[src/rtl/perceptron_operand_loader.sv]
// Streams x[0..N-1], w[0..N-1], b one word per beat into a shadow buffer and
// presents each complete frame through a registered valid/ready output stage.
`ifndef DATA_WIDTH
`define DATA_WIDTH 8
`endif

module perceptron_operand_loader #(
  parameter int N          = 4,
  parameter int DATA_WIDTH = `DATA_WIDTH
) (
  input  logic                         clk,
  input  logic                         rst,
  input  logic                         in_valid,
  output logic                         in_ready,
  input  logic signed [DATA_WIDTH-1:0] in_data,
  input  logic                         in_last,
  output logic                         out_valid,
  input  logic                         out_ready,
  output logic signed [DATA_WIDTH-1:0] x [N],
  output logic signed [DATA_WIDTH-1:0] w [N],
  output logic signed [DATA_WIDTH-1:0] b,
  output logic                         frame_err
);

  localparam int FRAME_LEN = 2 * N + 1;
  localparam int LAST_IDX  = 2 * N;
  localparam int IDX_W     = $clog2(FRAME_LEN);

  typedef enum logic [1:0] {
    ST_FILL,
    ST_FULL,
    ST_RESYNC
  } state_t;

  state_t                        r_state;
  state_t                        w_state_next;
  logic [IDX_W-1:0]              r_idx;
  logic signed [DATA_WIDTH-1:0]  r_shadow [FRAME_LEN];
  logic signed [DATA_WIDTH-1:0]  r_x [N];
  logic signed [DATA_WIDTH-1:0]  r_w [N];
  logic signed [DATA_WIDTH-1:0]  r_b;
  logic                          r_out_valid;
  logic                          r_frame_err;

  logic                          w_beat;
  logic                          w_fill_beat;
  logic                          w_at_last;
  logic                          w_slot_free;
  logic                          w_err_early;
  logic                          w_err_missing;
  logic                          w_frame_done;
  logic                          w_load_direct;
  logic                          w_load_shadow;
  logic                          w_load;
  logic signed [DATA_WIDTH-1:0]  w_bias;

  // Beat decode. The output slot counts as free when it is being consumed on
  // this same edge, which is what keeps back-to-back frames bubble-free.
  assign w_beat        = in_valid && in_ready;
  assign w_fill_beat   = (r_state == ST_FILL) && w_beat;
  assign w_at_last     = (r_idx == IDX_W'(LAST_IDX));
  assign w_slot_free   = !r_out_valid || out_ready;
  assign w_err_early   = w_fill_beat &&  in_last && !w_at_last;
  assign w_err_missing = w_fill_beat && !in_last &&  w_at_last;
  assign w_frame_done  = w_fill_beat &&  in_last &&  w_at_last;
  assign w_load_direct = w_frame_done && w_slot_free;
  assign w_load_shadow = (r_state == ST_FULL) && w_slot_free;
  assign w_load        = w_load_direct || w_load_shadow;
  assign w_bias        = w_load_direct ? in_data : r_shadow[LAST_IDX];

  // State register
  always_ff @(posedge clk) begin
    // NOTE: all sequential state uses non-blocking assignments so every
    // register samples pre-edge values regardless of process order.
    if (rst) r_state <= ST_FILL;
    else     r_state <= w_state_next;
  end

  // Next-state logic
  always_comb begin
    // NOTE: default first, so every path assigns and no latch is inferred.
    w_state_next = r_state;
    unique case (r_state)
      ST_FILL: begin
        if (w_err_missing)                     w_state_next = ST_RESYNC;
        else if (w_frame_done && !w_slot_free) w_state_next = ST_FULL;
      end
      ST_FULL: begin
        if (w_slot_free) w_state_next = ST_FILL;
      end
      ST_RESYNC: begin
        if (w_beat && in_last) w_state_next = ST_FILL;
      end
      default: w_state_next = ST_FILL;
    endcase
  end

  // Output logic: accept input whenever the shadow buffer is not parked.
  always_comb begin
    in_ready = (r_state != ST_FULL);
  end

  // Word index: any terminating beat (good or bad) restarts the frame.
  always_ff @(posedge clk) begin
    if (rst) begin
      r_idx <= '0;
    end else if (w_fill_beat) begin
      if (in_last || w_at_last) r_idx <= '0;
      else                      r_idx <= r_idx + IDX_W'(1);
    end
  end

  always_ff @(posedge clk) begin
    // NOTE: the shadow buffer is cleared on reset so no word from a frame cut
    // short by reset can ever reach the outputs.
    if (rst) begin
      for (int i = 0; i < FRAME_LEN; i++) r_shadow[i] <= '0;
    end else if (w_fill_beat) begin
      r_shadow[r_idx] <= in_data;
    end
  end

  // Registered output stage; x/w/b only change on a load, so they hold while
  // the consumer stalls.
  always_ff @(posedge clk) begin
    if (rst) begin
      for (int i = 0; i < N; i++) begin
        r_x[i] <= '0;
        r_w[i] <= '0;
      end
      r_b <= '0;
    end else if (w_load) begin
      for (int i = 0; i < N; i++) begin
        r_x[i] <= r_shadow[i];
        r_w[i] <= r_shadow[N+i];
      end
      r_b <= w_bias;
    end
  end

  always_ff @(posedge clk) begin
    if (rst)            r_out_valid <= 1'b0;
    else if (w_load)    r_out_valid <= 1'b1;
    else if (out_ready) r_out_valid <= 1'b0;
  end

  always_ff @(posedge clk) begin
    if (rst) r_frame_err <= 1'b0;
    else     r_frame_err <= w_err_early || w_err_missing;
  end

  assign x         = r_x;
  assign w         = r_w;
  assign b         = r_b;
  assign out_valid = r_out_valid;
  assign frame_err = r_frame_err;

endmodule

[config.mk]
export PLATFORM = sky130hd
export DESIGN_NAME = perceptron_operand_loader
export DESIGN_NICKNAME = d
export VERILOG_FILES = /design/src/rtl/perceptron_operand_loader.sv
export SDC_FILE = /design/constraint.sdc
export NUM_CORES = 1
export LEC_CHECK = 0
export BUFFER_PORTS_ARGS = -buffer_cell sky130_fd_sc_hd__buf_2
export CORE_UTILIZATION = 45
export CTS_CLUSTER_SIZE = 10
export DETAILED_ROUTE_END_ITERATION = 6
export PLACE_DENSITY = 0.72
export SYNTH_ARGS = -nofsm -noshare
export SYNTH_HDL_FRONTEND = slang
export SYNTH_SLANG_ARGS = --single-unit
[constraint.sdc]
create_clock -name clk -period 2.4 [get_ports clk]
set_input_delay 0.48 -clock clk [delete_from_list [all_inputs] [get_ports clk]]
set_output_delay 0.48 -clock clk [all_outputs]
set_load 0.1 [all_outputs]
* Word-level counts from Yosys, hierarchy flattened
Memory sizes are Yosys's and may differ from the RTL's. A register that Yosys moved wholly into a read port is not among the register bits.
Index checks and enable logic that the tools add are counted.
W data, S select, Z words.
** Storage, ports and cells
- Input bits :: 13
- Register bits after elaboration :: 8
- Logic and storage cells :: 52
- Bits in writable memories :: 72
- Memories :: 1
- Output and inout bits :: 75
** Operators by class
- Reduce and logical (&&, ||, !) cells :: 23
- $add $sub $neg :: 1
- Eq/ne operators :: 7
- Muxes and demuxes :: 16
** Memory list
- r_shadow :: depth 9, width 8, rd ports 9, clocked after Yosys merged registers in 9, write ports 9, line 38 : logic signed [DATA_WIDTH-1:0] r_shadow [FRAME_LEN];
** Operators with widths (number)
- $logic_and A1 B1 Y1 :: 11
- $mux W1 :: 8
- $mux W2 :: 4
- $mux W4 :: 2
- $mux W8 :: 1
- $reduce_or A8 Y1 :: 1
- $pmux W2 S3 :: 1
- $add A4 B1 Y4 const B :: 1
- $eq A4 B4 Y1 const B :: 1
- $logic_not A1 Y1 :: 4
- $logic_or A1 B1 Y1 :: 4
- $ne A2 B2 Y1 const B :: 2
- $ne A3 B2 Y1 const B :: 1
- $reduce_and A3 Y1 :: 1
- $eq A2 B1 Y1 const B :: 1
- $eq A2 B2 Y1 const B :: 1
- $logic_not A2 Y1 :: 1
- $ne A2 B1 Y1 const B :: 1
- $reduce_bool A2 Y1 :: 1

* Depth between registers and ports, before layout
- Word-level depth :: 9
- Gate-level depth with buffers :: 8
- Gate-level depth less buffers :: 6

* Least setup slack after synthesis
OpenSTA, ideal clock, no wires.
- Path type :: reg-to-reg
- Start :: register r_state[1]
- End :: register r_x (netlist bit x[11]), read port of r_shadow
- Arrival :: 2092 ps
- Slack :: 237 ps
- Library setup time :: 70 ps
- Period minus slack after synthesis :: 2163 ps
- Data required time :: 2330 ps
- Cell stages (with the launch flop) :: 7
- Path through :: dfxtp_1 > nand2b_1 > o21a_1 > buf_4 > buf_2 > o21ai_0 > a21oi_1
** On the way
- Longest elaborated chain between the ends :: 7
** Ends and longest elaborated chain
- start: declaration :: line 35 : state_t r_state;
- start signal: assignment :: line 76 : else r_state <= w_state_next;
- $ne A2 B1 Y1 :: line 100 : in_ready = (r_state != ST_FULL);
- via in_ready :: line 14 : output logic in_ready,
- $logic_and A1 B1 Y1 :: line 59 : assign w_beat = in_valid && in_ready;
- $logic_and A1 B1 Y1 :: line 60 : assign w_fill_beat = (r_state == ST_FILL) && w_beat;
- $logic_and A1 B1 Y1 (2 in a row) :: line 65 : assign w_frame_done = w_fill_beat && in_last && w_at_last;
- $logic_and A1 B1 Y1 :: line 66 : assign w_load_direct = w_frame_done && w_slot_free;
- $logic_or A1 B1 Y1 :: line 68 : assign w_load = w_load_direct || w_load_shadow;
- end: declaration :: line 39 : logic signed [DATA_WIDTH-1:0] r_x [N];
The timed path passes the listed nets, and every way through them passes these cells.
A chain may end at the register's enable or synchronous reset.

* Final worst setup path
- Start :: register r_idx[0]
- End :: register r_w (netlist bit w[23]), read port of r_shadow
** On the way
- Longest elaborated chain between the ends :: 4
** Ends and longest elaborated chain
- start: declaration :: line 37 : logic [IDX_W-1:0] r_idx;
- start signal: assignment :: line 109 : else r_idx <= r_idx + IDX_W'(1);
- $eq A4 B4 Y1 :: line 61 : assign w_at_last = (r_idx == IDX_W'(LAST_IDX));
- $logic_and A1 B1 Y1 :: line 65
- $logic_and A1 B1 Y1 :: line 66
- $logic_or A1 B1 Y1 :: line 68
- end: declaration :: line 40 : logic signed [DATA_WIDTH-1:0] r_w [N];
No other way between the ends.

==> metrics.md <==
| Metric | Value |
|---|---|
| Status | `finished, final reports clean` |
| Starting Density | `46.2%` |
| Worst Hold Path Cells | `2` |
| Fill cells | `1151` |
| Seq pwr share | `50.0%` |
| Cell Count, Final, Fillers Out | `814` |
| Die W | `119 um` |
| GRT Overall Usage | `20.7%` |
| Avg WL per Cell | `17.2 um` |
| First-pass GRT wire length | `22.6 mm` |
| Iteration-0 DRC Markers | `329` |
| Layout Nets | `642` |
| Post-synth EDFFs | `72` |
| Xor/xnor cell area share of the yosys netlist | `0.143%` |
| Main combinational cell family by area after synthesis | `simple AND/OR/NAND/NOR gates` |
| P_sw | `1.15 mW` |
| Num Clock Sinks | `152` |
| Most frequent cells in the layout | `buf_2, a21oi_1, dfxtp_1, edfxtp_1, and2_1` |
| Total CTS buffers | `17` |
| Ys flop type | `dfxtp_1` |
| CTS tree | `done` |
| Share of the yosys chip area belonging to registers | `61.3%` |
| Final Hold Violating Endpoints | `0` |
| Relative slew margins | `43.4%` |
| CP Max Fanout | `35` |
| Data arrival, critical path | `2470 ps` |
| VDD IR max | `455 uV` |
| GRT overflow | `0` |
| Die span in y | `119 um` |
| CTS Hold Buffers Added | `0` |
| Post-CTS sizing | `0` |
| Cell Rows | `42` |
| WS Path Type | `flop to flop` |
| Reg2Reg Depth | `7` |
| DRC | `0` |
| Internal power | `4.40 mW` |
| PortBufs | `87` |
| Clock Power Share | `47.4%` |
| Synth Area in Compound Gates | `14.2%` |
| Area growth syn-to-layout | `19.1%` |
| Register bit count reported by yosys | `152` |
| Drt via density | `5.66` |
| Final wirelength | `14.0 mm` |
| Worst-Skew Late Latency | `420 ps` |
| Final GP Congestion | `0.730` |
| Setup_tns | `0 ps` |
| Final critical-path share of the clock period | `88.7%` |
| Setup crit end kind | `flop` |
| Post-Syn Area | `6140 um^2` |
| Area of the core | `13300 um^2` |
| Most common cell after layout, fill and taps aside | `buf_2` |
| Switching Share | `20.7%` |
| Critical path's largest stage delay | `590 ps` |
| Fmax | `469 MHz` |
| Largest net degree at the start of global routing | `88` |
| Setup violations, final | `0` |
| Initial antenna violation count | `0` |
| Crit path time final | `2130 ps` |
| Synth Instances | `551` |
| H-tree Lvls | `4` |
| Syn Area/Cell | `11.1 um^2` |
| DIE AREA | `14100 um^2` |
| Hold wc startpoint | `rst` |
| Via Count | `4606` |
| Slowest CP cell | `o21a_2` |
| Io pins | `88` |
| Root Buffer | `clkbuf_16` |
| Clock-pin slew on the worst setup and hold paths | `60 ps` |
| Netlist cell types | `40` |
| Simple-Gate Fraction of Synth Area | `19.6%` |
| Share of layout cells above drive strength 1 | `23.4%` |
| Synthesized Nets | `568` |
| Adder-cell share of the synthesized area | `0.815%` |
| Placed cell count | `782` |
| Worst hold path class | `primary input to flop` |
| TritonRoute pass-1 iters | `5` |
| Post-DRT Antenna Nets | `0` |
| Crit path from | `r_idx[0]$_SDFFE_PP0N_` |
| Leakage power | `2.88 nW` |
| Max-cap violations | `0` |
| Combinational share of power | `2.6%` |
| Critical Path Source Type | `flop` |
| Yosys warns | `0` |
| Mux cell area share after synthesis | `0.163%` |
| Maximum root-to-sink buffer count | `2` |
| Slew Limit Fails | `0` |
| RSZ-0062 raised after global routing | `no` |
| CP cell instances | `inv_1 > ha_1 > nand3b_4 > o21a_2 > buf_12 > o21ai_0 > a21oi_1` |
| Setup repair bufs after CTS | `0` |
| Skew final | `8.26 ps` |
| Worst Tran Pin Value | `849 ps` |
| Number of global-route vias before repair | `4352` |
| Ys async rst share | `0%` |
| DP HPWL | `8.84 mm` |
| Worst Path Required | `2740 ps` |
| Ant diodes | `0` |
| Reg2reg start | `r_idx[0]$_SDFFE_PP0N_` |
| Cell Pwr Density | `759 nW/um^2` |
-- per-layer routing --
layer	vias up	routed length, um	share of wire (%)	GRT usage [%]
li1	2187	-	-	-
met2	139	6940	50	33.5
met5	-	0	0	0
met3	25	738	5.3	5.32
met1	2255	6090	44	27.0
met4	0	227	1.6	7.12
-- state kept, by name, indices dropped and copies added, names as in the netlist --
| register | count |
|---|---|
| b | 8 |
| frame_err | 1 |
| out_valid | 1 |
| r_idx | 4 |
| r_shadow | 72 |
| r_state | 2 |
| w | 32 |
| x | 32 |
-- cells in the mapped netlist, types with 2 or more instances --
master | number | share of area, %
ha_1 | 4 | 0.82
nand3_1 | 18 | 1.5
o21ai_1 | 6 | 0.49
buf_4 | 7 | 0.86
a21oi_1 | 85 | 6.9
clkbuf_1 | 26 | 1.6
edfxtp_1 | 72 | 35
and2_1 | 64 | 6.5
nor3_1 | 10 | 0.82
a211oi_1 | 16 | 2.0
nand4b_2 | 2 | 0.49
nand4_1 | 24 | 2.4
nand4b_1 | 16 | 2.3
o21ai_0 | 52 | 4.2
inv_1 | 2 | 0.12
nor2_2 | 2 | 0.20
nor2_1 | 6 | 0.37
nand3b_1 | 2 | 0.24
or2_2 | 4 | 0.41
buf_2 | 13 | 1.1
nand2b_1 | 7 | 0.71
dfxtp_1 | 80 | 26
and3_1 | 16 | 1.6
-- per-stage QoR --
| step | power [mW] | util (%) | setup WS (ps) | cell area [um^2] | hold slack, ps |
|---|---|---|---|---|---|
| after floorplan | 2.91 | - | 237 | 6140 | 492 |
| after global placement | 2.97 | 50.5 | 340 | 6720 | 462 |
| after detailed placement | 2.98 | 50.5 | 263 | 6720 | 465 |
| after CTS | 5.58 | 55.0 | 273 | 7310 | 292 |
| after global routing | 5.70 | 55.0 | 107 | 7310 | 307 |
| final | 5.55 | 55.0 | 270 | 7310 | 306 |
-- cell type report --
cell class	instances	area (um^2)	area share, %
inverter	2	7.51	0.103
multi-input combinational	350	2150	29.5
tap	176	220	3.01
clock buffer	23	510	6.98
clock inverter	9	85.1	1.16
sequential	152	3760	51.5
timing repair buffer	102	573	7.83
-- logic make-up after synthesis --
| kind of cell | Yosys count |
|---|---|
| compound gates | 162 |
| xor+xnor | 1 |
| fa+ha+maj | 4 |
| buf+inv | 49 |
| flops | 152 |
| mux | 1 |
| simple gates | 182 |
-- critical path, delay by kind of cell (launching register included) --
| family | cells | cell delay, ps |
|---|---|---|
| AO/OA/AOI/OAI | 3 | 880 |
| AND/OR/NAND/NOR | 1 | 120 |
| buffers and inverters | 2 | 370 |
| adder cells (fa/ha/maj) | 1 | 290 |
| flip-flops | 1 | 380 |
-- worst paths after layout --
kind,slack [ps],end
setup / recovery,270,w[23]$_SDFFE_PP0P_
hold / removal,310,r_state[1]$_SDFFE_PP0P_
setup reg to reg,270,w[23]$_SDFFE_PP0P_
hold reg to reg,470,w[6]$_SDFFE_PP0P_
-- power by group through the flow --
| stage | clock network (mW) | logic [mW] | registers (mW) |
|---|---|---|---|
| after detailed placement | 0 | 0.143 | 2.83 |
| after global placement | 0 | 0.139 | 2.83 |
| after global routing | 2.76 | 0.156 | 2.78 |
| final | 2.63 | 0.143 | 2.78 |
| after floorplan | 0 | 0.0825 | 2.83 |
| after CTS | 2.66 | 0.144 | 2.78 |
Note: power is estimated with default switching activity, not from simulation.
